[src/rtl/fp_rs_pkg.sv]
// Shared types and helpers for the FP-adder reservation station.
package fp_rs_pkg;

    localparam int DEF_TAG_W   = 4;
    localparam logic [DEF_TAG_W-1:0] NO_TAG = '0;
    localparam int FP_SIGN_BIT = 31;

    // One reservation-station slot. A zero producer tag means the value
    // field already holds the operand.
    typedef struct packed {
        logic                 valid;
        logic [DEF_TAG_W-1:0] tag;
        logic                 sub;
        logic [DEF_TAG_W-1:0] qj;
        logic [31:0]          vj;
        logic [DEF_TAG_W-1:0] qk;
        logic [31:0]          vk;
    } rs_entry_t;

    // True when the bus broadcast resolves a pending producer tag.
    function automatic logic tag_hit(input logic                 bus_valid,
                                     input logic [DEF_TAG_W-1:0] bus_tag,
                                     input logic [DEF_TAG_W-1:0] q);
        return bus_valid && (q != NO_TAG) && (bus_tag == q);
    endfunction

    // Subtraction is done on the adder by negating operand b.
    function automatic logic [31:0] sign_flip(input logic [31:0] v,
                                              input logic        sub);
        return {v[FP_SIGN_BIT] ^ sub, v[FP_SIGN_BIT-1:0]};
    endfunction

endpackage

[src/rtl/rs_prio_enc.sv]
// Lowest-set-bit priority encoder with an any-set flag.
module rs_prio_enc #(
    parameter int N     = 4,
    parameter int IDX_W = (N > 1) ? $clog2(N) : 1
) (
    input  logic [N-1:0]     req,
    output logic [IDX_W-1:0] idx,
    output logic             any
);

    // Scan from the top so the lowest requesting index wins.
    always_comb begin
        idx = '0;
        any = 1'b0;
        for (int i = N - 1; i >= 0; i--) begin
            if (req[i]) begin
                idx = IDX_W'(i);
                any = 1'b1;
            end
        end
    end

endmodule

[src/rtl/fp_add_rs.sv]
// Reservation station for the FP adder: dispatch, CDB snoop, issue into
// the external combinational adder, and a result stage held for the CDB.
module fp_add_rs
    import fp_rs_pkg::*;
#(
    parameter int ENTRIES = 4,
    parameter int TAG_W   = DEF_TAG_W
) (
    input  logic               clk,
    input  logic               rst_n,
    input  logic               disp_valid,
    output logic               disp_ready,
    input  logic [TAG_W-1:0]   disp_tag,
    input  logic               disp_sub,
    input  logic [TAG_W-1:0]   disp_qj,
    input  logic [31:0]        disp_vj,
    input  logic [TAG_W-1:0]   disp_qk,
    input  logic [31:0]        disp_vk,
    input  logic               cdb_valid,
    input  logic [TAG_W-1:0]   cdb_tag,
    input  logic [31:0]        cdb_data,
    output logic [31:0]        fpa_a,
    output logic [31:0]        fpa_b,
    input  logic [31:0]        fpa_sum,
    output logic               res_valid,
    output logic [TAG_W-1:0]   res_tag,
    output logic [31:0]        res_data,
    input  logic               res_grant,
    output logic [ENTRIES-1:0] busy
);

    localparam int IDX_W  = $clog2(ENTRIES);
    localparam int STAGES = 1;

    rs_entry_t          slots [ENTRIES];
    logic [ENTRIES-1:0] rdy_vec;
    logic [IDX_W-1:0]   free_idx;
    logic [IDX_W-1:0]   rdy_idx;
    logic               free_any;
    logic               rdy_any;
    logic               accept;
    logic               adv;
    logic               issue_go;
    // [0] = issue stage (operands on fpa_a/fpa_b), [1] = result stage
    logic [STAGES:0]    vld_pipe;
    logic [TAG_W-1:0]   iss_tag;

    // Occupancy and readiness are both taken from the current state only.
    always_comb begin
        busy    = '0;
        rdy_vec = '0;
        for (int i = 0; i < ENTRIES; i++) begin
            busy[i]    = slots[i].valid;
            rdy_vec[i] = slots[i].valid && (slots[i].qj == NO_TAG) &&
                         (slots[i].qk == NO_TAG);
        end
    end

    rs_prio_enc #(.N(ENTRIES), .IDX_W(IDX_W)) u_free_sel (
        .req (~busy),
        .idx (free_idx),
        .any (free_any)
    );

    rs_prio_enc #(.N(ENTRIES), .IDX_W(IDX_W)) u_rdy_sel (
        .req (rdy_vec),
        .idx (rdy_idx),
        .any (rdy_any)
    );

    assign disp_ready = free_any;
    assign accept     = disp_valid && free_any && (disp_tag != NO_TAG);
    // Result stage can take new data when empty or being drained by a grant.
    assign adv        = !vld_pipe[1] || res_grant;
    // Issue fills the issue stage when it is empty or moving forward.
    assign issue_go   = rdy_any && (!vld_pipe[0] || adv);
    assign res_valid  = vld_pipe[1];

    // Slot array: free on issue, fill on dispatch (with CDB bypass), snoop otherwise.
    // The issuing slot is valid and the dispatch slot is free, so they never collide.
    always_ff @(posedge clk) begin
        if (!rst_n) begin
            for (int i = 0; i < ENTRIES; i++) begin
                slots[i] <= '0;
            end
        end else begin
            for (int i = 0; i < ENTRIES; i++) begin
                if (issue_go && (rdy_idx == IDX_W'(i))) begin
                    slots[i].valid <= 1'b0;
                end else if (accept && (free_idx == IDX_W'(i))) begin
                    slots[i].valid <= 1'b1;
                    slots[i].tag   <= disp_tag;
                    slots[i].sub   <= disp_sub;
                    if (tag_hit(cdb_valid, cdb_tag, disp_qj)) begin
                        slots[i].qj <= NO_TAG;
                        slots[i].vj <= cdb_data;
                    end else begin
                        slots[i].qj <= disp_qj;
                        slots[i].vj <= disp_vj;
                    end
                    if (tag_hit(cdb_valid, cdb_tag, disp_qk)) begin
                        slots[i].qk <= NO_TAG;
                        slots[i].vk <= cdb_data;
                    end else begin
                        slots[i].qk <= disp_qk;
                        slots[i].vk <= disp_vk;
                    end
                end else if (slots[i].valid) begin
                    if (tag_hit(cdb_valid, cdb_tag, slots[i].qj)) begin
                        slots[i].qj <= NO_TAG;
                        slots[i].vj <= cdb_data;
                    end
                    if (tag_hit(cdb_valid, cdb_tag, slots[i].qk)) begin
                        slots[i].qk <= NO_TAG;
                        slots[i].vk <= cdb_data;
                    end
                end
            end
        end
    end

    // Issue and result stages; both freeze while the result waits for a grant.
    always_ff @(posedge clk) begin
        if (!rst_n) begin
            vld_pipe <= '0;
            fpa_a    <= '0;
            fpa_b    <= '0;
            iss_tag  <= '0;
            res_tag  <= '0;
            res_data <= '0;
        end else begin
            if (adv) begin
                vld_pipe[1] <= vld_pipe[0];
                if (vld_pipe[0]) begin
                    res_tag  <= iss_tag;
                    res_data <= fpa_sum;
                end
            end
            if (issue_go) begin
                vld_pipe[0] <= 1'b1;
                fpa_a       <= slots[rdy_idx].vj;
                fpa_b       <= sign_flip(slots[rdy_idx].vk, slots[rdy_idx].sub);
                iss_tag     <= slots[rdy_idx].tag;
            end else if (adv) begin
                vld_pipe[0] <= 1'b0;
            end
        end
    end

endmodule

[config.mk]
export PLATFORM = sky130hd
export DESIGN_NAME = fp_add_rs
export DESIGN_NICKNAME = d
export VERILOG_FILES = /design/src/rtl/fp_rs_pkg.sv /design/src/rtl/rs_prio_enc.sv /design/src/rtl/fp_add_rs.sv
export SDC_FILE = /design/constraint.sdc
export NUM_CORES = 1
export LEC_CHECK = 0
export ABC_AREA = 1
export CORE_MARGIN = 2
export CORE_UTILIZATION = 50
export DETAILED_ROUTE_END_ITERATION = 6
export MAX_ROUTING_LAYER = met4
export PLACE_DENSITY = 0.73
export SLEW_MARGIN = 20
export SYNTH_ARGS = -nofsm -noshare
export SYNTH_HDL_FRONTEND = slang
export SYNTH_SLANG_ARGS = --single-unit
[constraint.sdc]
create_clock -name clk -period 3.58 [get_ports clk]
set_clock_uncertainty 0.15 [all_clocks]
set_input_delay 0.716 -clock clk [delete_from_list [all_inputs] [get_ports clk]]
set_output_delay 0.716 -clock clk [all_outputs]
set_load 0.1 [all_outputs]
# After elaboration in Yosys (flattened, before gate mapping)
# Memories as Yosys holds them, arrays and structs flattened.
# Index checks and enable logic that the tools add are counted.
[totals]
reg_bits = 106
mem_bits_rw = 312
in_bits = 150
out_inout_bits = 106
elab_cells = 383
n_memories = 1
[classes]
eq_ne = 16
n_mux = 227
bitwise_logic = 66
reduce_logical = 66
[mem_list]
columns = ["name", "depth", "word_bits", "read_ports", "rd_clocked_by_memory_dff", "wr", "line_no", "source"]
rows = [
  ["slots", 4, 78, 5, 0, 4, "fp_add_rs.sv:35", "rs_entry_t slots [ENTRIES];"],
]
[ops]
columns = ["operator", "n"]
rows = [
  ["$mux W32", 24],
  ["$mux W1", 167],
  ["$mux W4", 28],
  ["$or A1 B1 Y1", 64],
  ["$reduce_bool A4 Y1", 11],
  ["$eq A4 B4 Y1", 10],
  ["$logic_and A1 B1 Y1", 39],
  ["$logic_not A4 Y1", 8],
  ["$mux W2", 8],
  ["$eq A2 B2 Y1 const B", 4],
  ["$eq A2 B1 Y1 const B", 2],
  ["$logic_not A2 Y1", 2],
  ["$not A4 Y4", 1],
  ["$logic_not A1 Y1", 2],
  ["$logic_or A1 B1 Y1", 2],
  ["$reduce_and A2 Y1", 1],
  ["$reduce_bool A2 Y1", 1],
  ["$xor A1 B1 Y1", 1],
]

# Depth between registers and ports, before layout
# An unclocked memory read counts as a cell.
[logic_depth]
ltp_word = 16
ltp_mapped = 15
depth_no_buf = 15

# Modules after synthesis
# From an unflattened synthesis, not the netlist that was laid out.
[unflattened]
cells_unflattened = 2213
area_unflattened_um2 = 19707.7
[by_module_without_submodules]
columns = ["module", "instances", "cells_per_inst", "area_each_um2", "seq_area_each_um2"]
rows = [
  ["fp_add_rs", 1, 2197, 19635.1, 11491.0],
  ["rs_prio_enc", 2, 8, 36.3, 0.0],
]

# Least setup slack after synthesis
# Ideal clock, no wire load.
[synth_path]
kind = "in2reg"
startpoint = "input port rst_n"
endpoint = "memory slots[1][0] (netlist bit), enable pin"
setup_ns = 0.598
arrival_ns = 2.629
required_time_ns = 2.832
slack_ns = 0.203
path_stages = 5
path_buffers = 4
cell_sequence = "buf_2 -> buf_1 -> clkbuf_1 -> clkbuf_1 -> nand3_1"
[synth_rtl]
columns = ["element", "line_no", "source"]
rows = [
  ["start: declaration", "fp_add_rs.sv:10", "input logic rst_n,"],
  ["end: declaration", "fp_add_rs.sv:35", ""],
]

==> flow_metrics.py <==
metrics = {
    "floorplan": {
        "ioPinCount": 256,
        "core_area_mm2": 0.0386,
        "num_rows": 72,
        "start_util_pct": 50.6,
        "die-area_mm2": 0.0406,
        "die_x_um": 202,
        "die_h_um": 202,
    },
    "setup_path": {
        "critPathMostFrequentCell": "nand2_1",
        "rrSetupSlack_ns": 0.72,
        "critical_path_class": "primary input to flop",
        "path_max_fanout": 32,
        "ff2ff_path_depth": 10,
        "cp_data_required_time_ns": 3.82,
        "path_cells": "clkdlybuf4s50_1 -> inv_1 -> nand4_1 -> nand3_2 -> nor4_2 -> nand2_1 -> nand2_1 -> buf_12 -> o21ai_0 -> a21oi_1",
        "critPathLaunchType": "primary input",
        "r2r_start": "slots[2][77]$_SDFFCE_PN0P_",
        "cpLargestDelayFamily": "simple AND/OR/NAND/NOR gates",
        "crit_start": "disp_tag[2]",
        "path_buf_inv": 3,
        "cp_slowest_cell": "nor4_2",
        "end_kind": "flop",
        "crit_arrival_ns": 3.19,
        "slowest_delay_ns": 0.53,
        "worstReg2RegEnd": "slots[2][54]$_SDFFCE_PN0P_",
    },
    "finish": {
        "final_nets": 2496,
        "fillers": 3210,
        "final_cells": 2900,
        "drive_gt1_share_pct": 11.0,
        "area_growth_pct": 23.5,
    },
    "routing": {
        "drt-total-wl_um": 60900,
        "firstDrtPassIters": 6,
        "drt_iter0_drc": 2016,
        "wl_per_cell_um": 21.0,
        "vias": 16900,
        "antenna_left": 0,
        "drc": 0,
        "vias_per_cell": 5.83,
    },
    "clocking": {
        "clockRootBuffer": "clkbuf_16",
        "cts_buffers": 44,
        "h-tree-depth": 2,
        "hold_buffers": 0,
        "cts_resized": 0,
        "post-cts-setup-buffers": 0,
        "clkSinkCount": 418,
        "cts_tree": "yes",
        "path_clk_slew_ns": 0.06,
        "clock_latency_ns": 0.55,
        "clock_path_buffers": 3,
    },
    "worst_hold_path": {
        "min_to": "res_tag[3]$_SDFFE_PN0P_",
        "holdCritPathClass": "flop to flop",
        "min_from": "iss_tag[3]$_SDFFE_PN0P_",
        "min_path_cells": 2,
    },
    "timing": {
        "slew_viol_final": 0,
        "finalSetupViolations": 0,
        "fin_crit_ns": 2.95,
        "worst_slew_margin_rel_pct": 33.5,
        "holdWs_ns": 0.327,
        "tns_ns": 0,
        "rsz0062_at_grt": "false",
        "hold_viol_final": 0,
        "fmax_mhz": 339,
        "tightest_slew_ns": 0.994,
        "fin_crit_sh_pct": 82.3,
    },
    "logic_synthesis": {
        "ys.flop_type": "edfxtp_1",
        "yosysSeqAreaShare_pct": 58.8,
        "syn_area_per_cell_um2": 9.15,
        "synth_common_cells": "nor2_1, nand2_1, edfxtp_1",
        "synth.most_common_cell": "nor2_1",
        "synth_top_area_share_pct": 48.0,
        "synth_nets": 2283,
        "synthArstFlopShare_pct": 0,
        "ys_ff_latch": 418,
        "synth_area_leaders": "edfxtp_1, dfxtp_1, nor2_1",
        "synth-edff-count": 312,
        "synth.distinct_cells": 42,
        "postSynthCellCount": 2133,
        "syn_area_mm2": 0.0195,
        "yosys.area.top_type": "edfxtp_1",
        "yosysWarnings": 0,
    },
    "place": {
        "numPortBuffers": 255,
        "placed_cells": 2818,
        "dp_hpwl_um": 39000,
        "place_congestion": 0.942,
    },
    "global_route": {
        "gr-total-overflow": 0,
        "grt_pass1_vias": 16100,
        "antenna_found_initial": 2,
        "grtUsageTotal_pct": 30.3,
        "grt_pass1_wl_um": 91800,
        "grt_max_degree": 69,
    },
    "power": {
        "powerDensity_mw_per_mm2": 486,
        "vdd_drop_max_uv": 335,
        "p_leak_nw": 9.32,
        "total_power_mw": 11.7,
    },
    "run_status": {
        "outcome": "finished clean",
    },
    "run": {
        "cap_violations": 0,
    },
}
==> per-stage QoR <==
stage,utilization (%),area [um^2],setup slack [ns]
finish,62.5,24100,0.634
global route,62.5,24100,0.554
detailed placement,58.8,22700,0.218
CTS,62.5,24100,0.642
global placement,58.8,22700,0.244
floorplan,-,19500,0.203
==> cell families after synthesis <==
kind of cell              count (synthesis)  share of synthesized area (%)
buffers and inverters                   279                           6.00
and+or+nand+nor                         795                           16.6
xor gates and xnor gates                 24                           1.08
AOI/OAI and AO/OA                       617                           17.5
DFF                                     418                           58.8
==> cells in the final DEF, fill, tap and decap left out, drive strengths merged, types with 72 or more instances in the layout <==
| master | count |
|---|---|
| a21oi | 263 |
| inv | 132 |
| o21ai | 257 |
| nor2 | 359 |
| clkbuf | 72 |
| buf | 140 |
| nand2 | 334 |
| dfxtp | 106 |
| edfxtp | 312 |
| clkdlybuf4s50 | 173 |
==> layer usage <==
metal | share of wire, % | GRT usage, % | wire [um] | vias to the layer above
li1 | - | - | - | 7779
met1 | 39 | 39.3 | 23900 | 7942
met2 | 47 | 47.8 | 28500 | 1046
met3 | 11 | 5.51 | 6640 | 128
met4 | 2.9 | 10.8 | 1770 | 0
met5 | 0 | - | 0 | -
==> sequential cells by signal, indices dropped and copies added (netlist names) <==
name and cells:
slots 312, fpa_a 32, fpa_b 32, res_data 32, iss_tag 4, res_tag 4
vld_pipe 2
==> worst max-delay path by stage <==
stage | end | cells after the start
floorplan | slots[1][0]$_SDFFCE_PN0P_ | 5
global placement | slots[2][49]$_SDFFCE_PN0P_ | 8
detailed placement | slots[2][42]$_SDFFCE_PN0P_ | 10
CTS | res_data[12] | 1
global route | slots[2][54]$_SDFFCE_PN0P_ | 10
finish | slots[2][54]$_SDFFCE_PN0P_ | 10
==> final cells by class <==
| type | count | area, um^2 | share of cell area (%) |
|---|---|---|---|
| diodes | 2 | 5.00 | 0.0208 |
| repair buffers | 313 | 3120 | 12.9 |
| well taps | 518 | 648 | 2.69 |
| flip-flops and latches | 418 | 11500 | 47.7 |
| clock inverters | 8 | 73.8 | 0.306 |
| multi-input cells | 1436 | 6930 | 28.8 |
| inverters | 133 | 500 | 2.08 |
| clock buffers | 72 | 1350 | 5.58 |
==> worst reg2reg max path: cells and delay by family (launching register included) <==
family,cells,cell delay [ns]
flip-flops,1,0.55
buffers and inverters,2,0.26
AND/OR/NAND/NOR,6,1.41
AO/OA/AOI/OAI,2,0.32
==> power breakdown <==
group          leakage, nW  switching [mW]  internal (mW)  total (mW)
combinational         4.51            1.14          0.459        1.60
sequential            4.12           0.116           5.52        5.63
clock                0.693            1.84           2.64        4.48
total                 9.32            3.10           8.61        11.7
Note: power is estimated with default switching activity, not from simulation.
==> RTL change, RTL diff (same flow settings) <==
`DEF_TAG_W`: 4 -> 6.
--- a/src/rtl/fp_rs_pkg.sv
+++ b/src/rtl/fp_rs_pkg.sv
@@ -1,7 +1,7 @@
 // Shared types and helpers for the FP-adder reservation station.
 package fp_rs_pkg;
 
-    localparam int DEF_TAG_W   = 4;
+    localparam int DEF_TAG_W   = 6;
     localparam logic [DEF_TAG_W-1:0] NO_TAG = '0;
     localparam int FP_SIGN_BIT = 31;
 
Ports: changed (5 resized); port bits go from 256 to 266. The function was not compared with the original's and may differ.
==> RTL change against the unedited design <==
Total power up 4.4%. Cell area up 10%. Fmax up 0.45%. Sequential cell count up 28. Setup slack better by 13 ps. Utilization down 0.65 points. Area after synthesis up 11%. Count of clock-buffer cells in the layout up 2. Die area up 11%. Routed wire length up 22%. Critical path depth down 9. Combinational power down 18%. First-iteration DRC count up 42%. Synthesized cell count up 12%. Critical path type is now reg -> out. Critical endpoint is now res_data[25]. Largest cell class unchanged.
==> RTL change: results (changes against the unedited design) <==
holdWs_ps: 331  # was 327 ps
power-per-cell-area_nw_per_um2: 460  # was 486 nW/um^2
vias: 20100  # was 16900
finalPower_mw: 12.2  # was 11.7 mW
drtIter0Drc: 2870  # was 2016
cts_buffers: 47  # was 44
relSlewSlack_pct: 33.7  # was 33.5%
worstSkewPairLatency_ps: 600  # was 550 ps
wl_per_cell_um: 23.1  # was 21.0 um
slowest_delay_ps: 1150  # was 530 ps
synth_seq_cells: 446  # was 418
place_inst: 3116  # was 2818
synth_edf_count: 336  # was 312
status: "completed"  # unchanged
met3_usage_pct: 7.09  # was 5.51%
regToRegStartpoint: "slots[1][37]$_SDFFCE_PP0P_"  # was slots[2][77]$_SDFFCE_PN0P_
timing.reg2reg.setup_slack_ps: 740  # was 720 ps
grt_use_met2_pct: 51.4  # was 47.8%
grt.total_usage_pct: 33.5  # was 30.3%
grt_pass1_wl_mm: 112  # was 91.8 mm
hpwl_mm: 44.6  # was 39.0 mm
min_from: "slots[0][61]$_SDFFCE_PN0P_"  # was iss_tag[3]$_SDFFE_PN0P_
buffers: 351  # was 313
synthTopCellsByCount: "nand2_1, edfxtp_1, nor2_1"  # was nor2_1, nand2_1, edfxtp_1
multi_input_area_share_pct: 30.8  # was 28.8%
n_clock_buffer: 74  # was 72
synth_nets: 2547  # was 2283
worst_path_max_delay_cell: "clkdlybuf4s50_1"  # was nor4_2
clock_cell_area_share_pct: 5.90  # was 5.88%
cts_sinks: 446  # was 418
rr_endpoint: "fpa_a[4]$_SDFFE_PN0P_"  # was slots[2][54]$_SDFFCE_PN0P_
wl_met2_mm: 33.7  # was 28.5 mm
hold_end: "fpa_a[23]$_SDFFE_PN0P_"  # was res_tag[3]$_SDFFE_PN0P_
synth_area_leaders: "edfxtp_1, dfxtp_1, nand4_1"  # was edfxtp_1, dfxtp_1, nor2_1
port_buffers: 265  # was 255
irDropWorstVdd_mv: 0.362  # was 0.335 mV
inv_count: 101  # was 133
gp_congestion: 0.933  # was 0.942
synth-seq-area-share_pct: 56.5  # was 58.8%
dr.pass1.iters: 7  # was 6
place_ws_ps: 222  # was 218 ps
final_core_util_pct: 61.9  # was 62.5%
antenna_found_initial: 5  # was 2
grt_max_degree: 97  # was 69
RTL change: cell count changes after synthesis, moves of 46 or more:
cell / change
a21oi_1: -46
o21ai_0: -72
a211oi_1: -51
nand4_1: +172
a31oi_1: +48
nand3_1: +134
RTL change: cells by family after synthesis:
kind of cell	Yosys count	share of synthesized area, %
AOI/OAI and AO/OA	505	13.0
and+or+nand+nor	1097	23.0
buffers and inverters	310	6.30
xor gates and xnor gates	31	1.25
DFF	446	56.5
RTL change: how the worst max path moves through the flow:
stage	startpoint	cells after the start	slack (ps)	end
global placement	disp_tag[3]	10	270	slots[0][53]$_SDFFCE_PN0P_
finish	res_data[25]$_SDFFE_PN0P_	1	650	res_data[25]
detailed placement	cdb_tag[4]	10	220	slots[2][6]$_SDFFCE_PN0P_
global route	res_data[31]$_SDFFE_PN0P_	1	600	res_data[31]
CTS	res_data[23]$_SDFFE_PN0P_	1	610	res_data[23]
floorplan	slots[2][83]$_SDFFCE_PN0P_	10	160	slots[0][0]$_SDFFCE_PN0P_
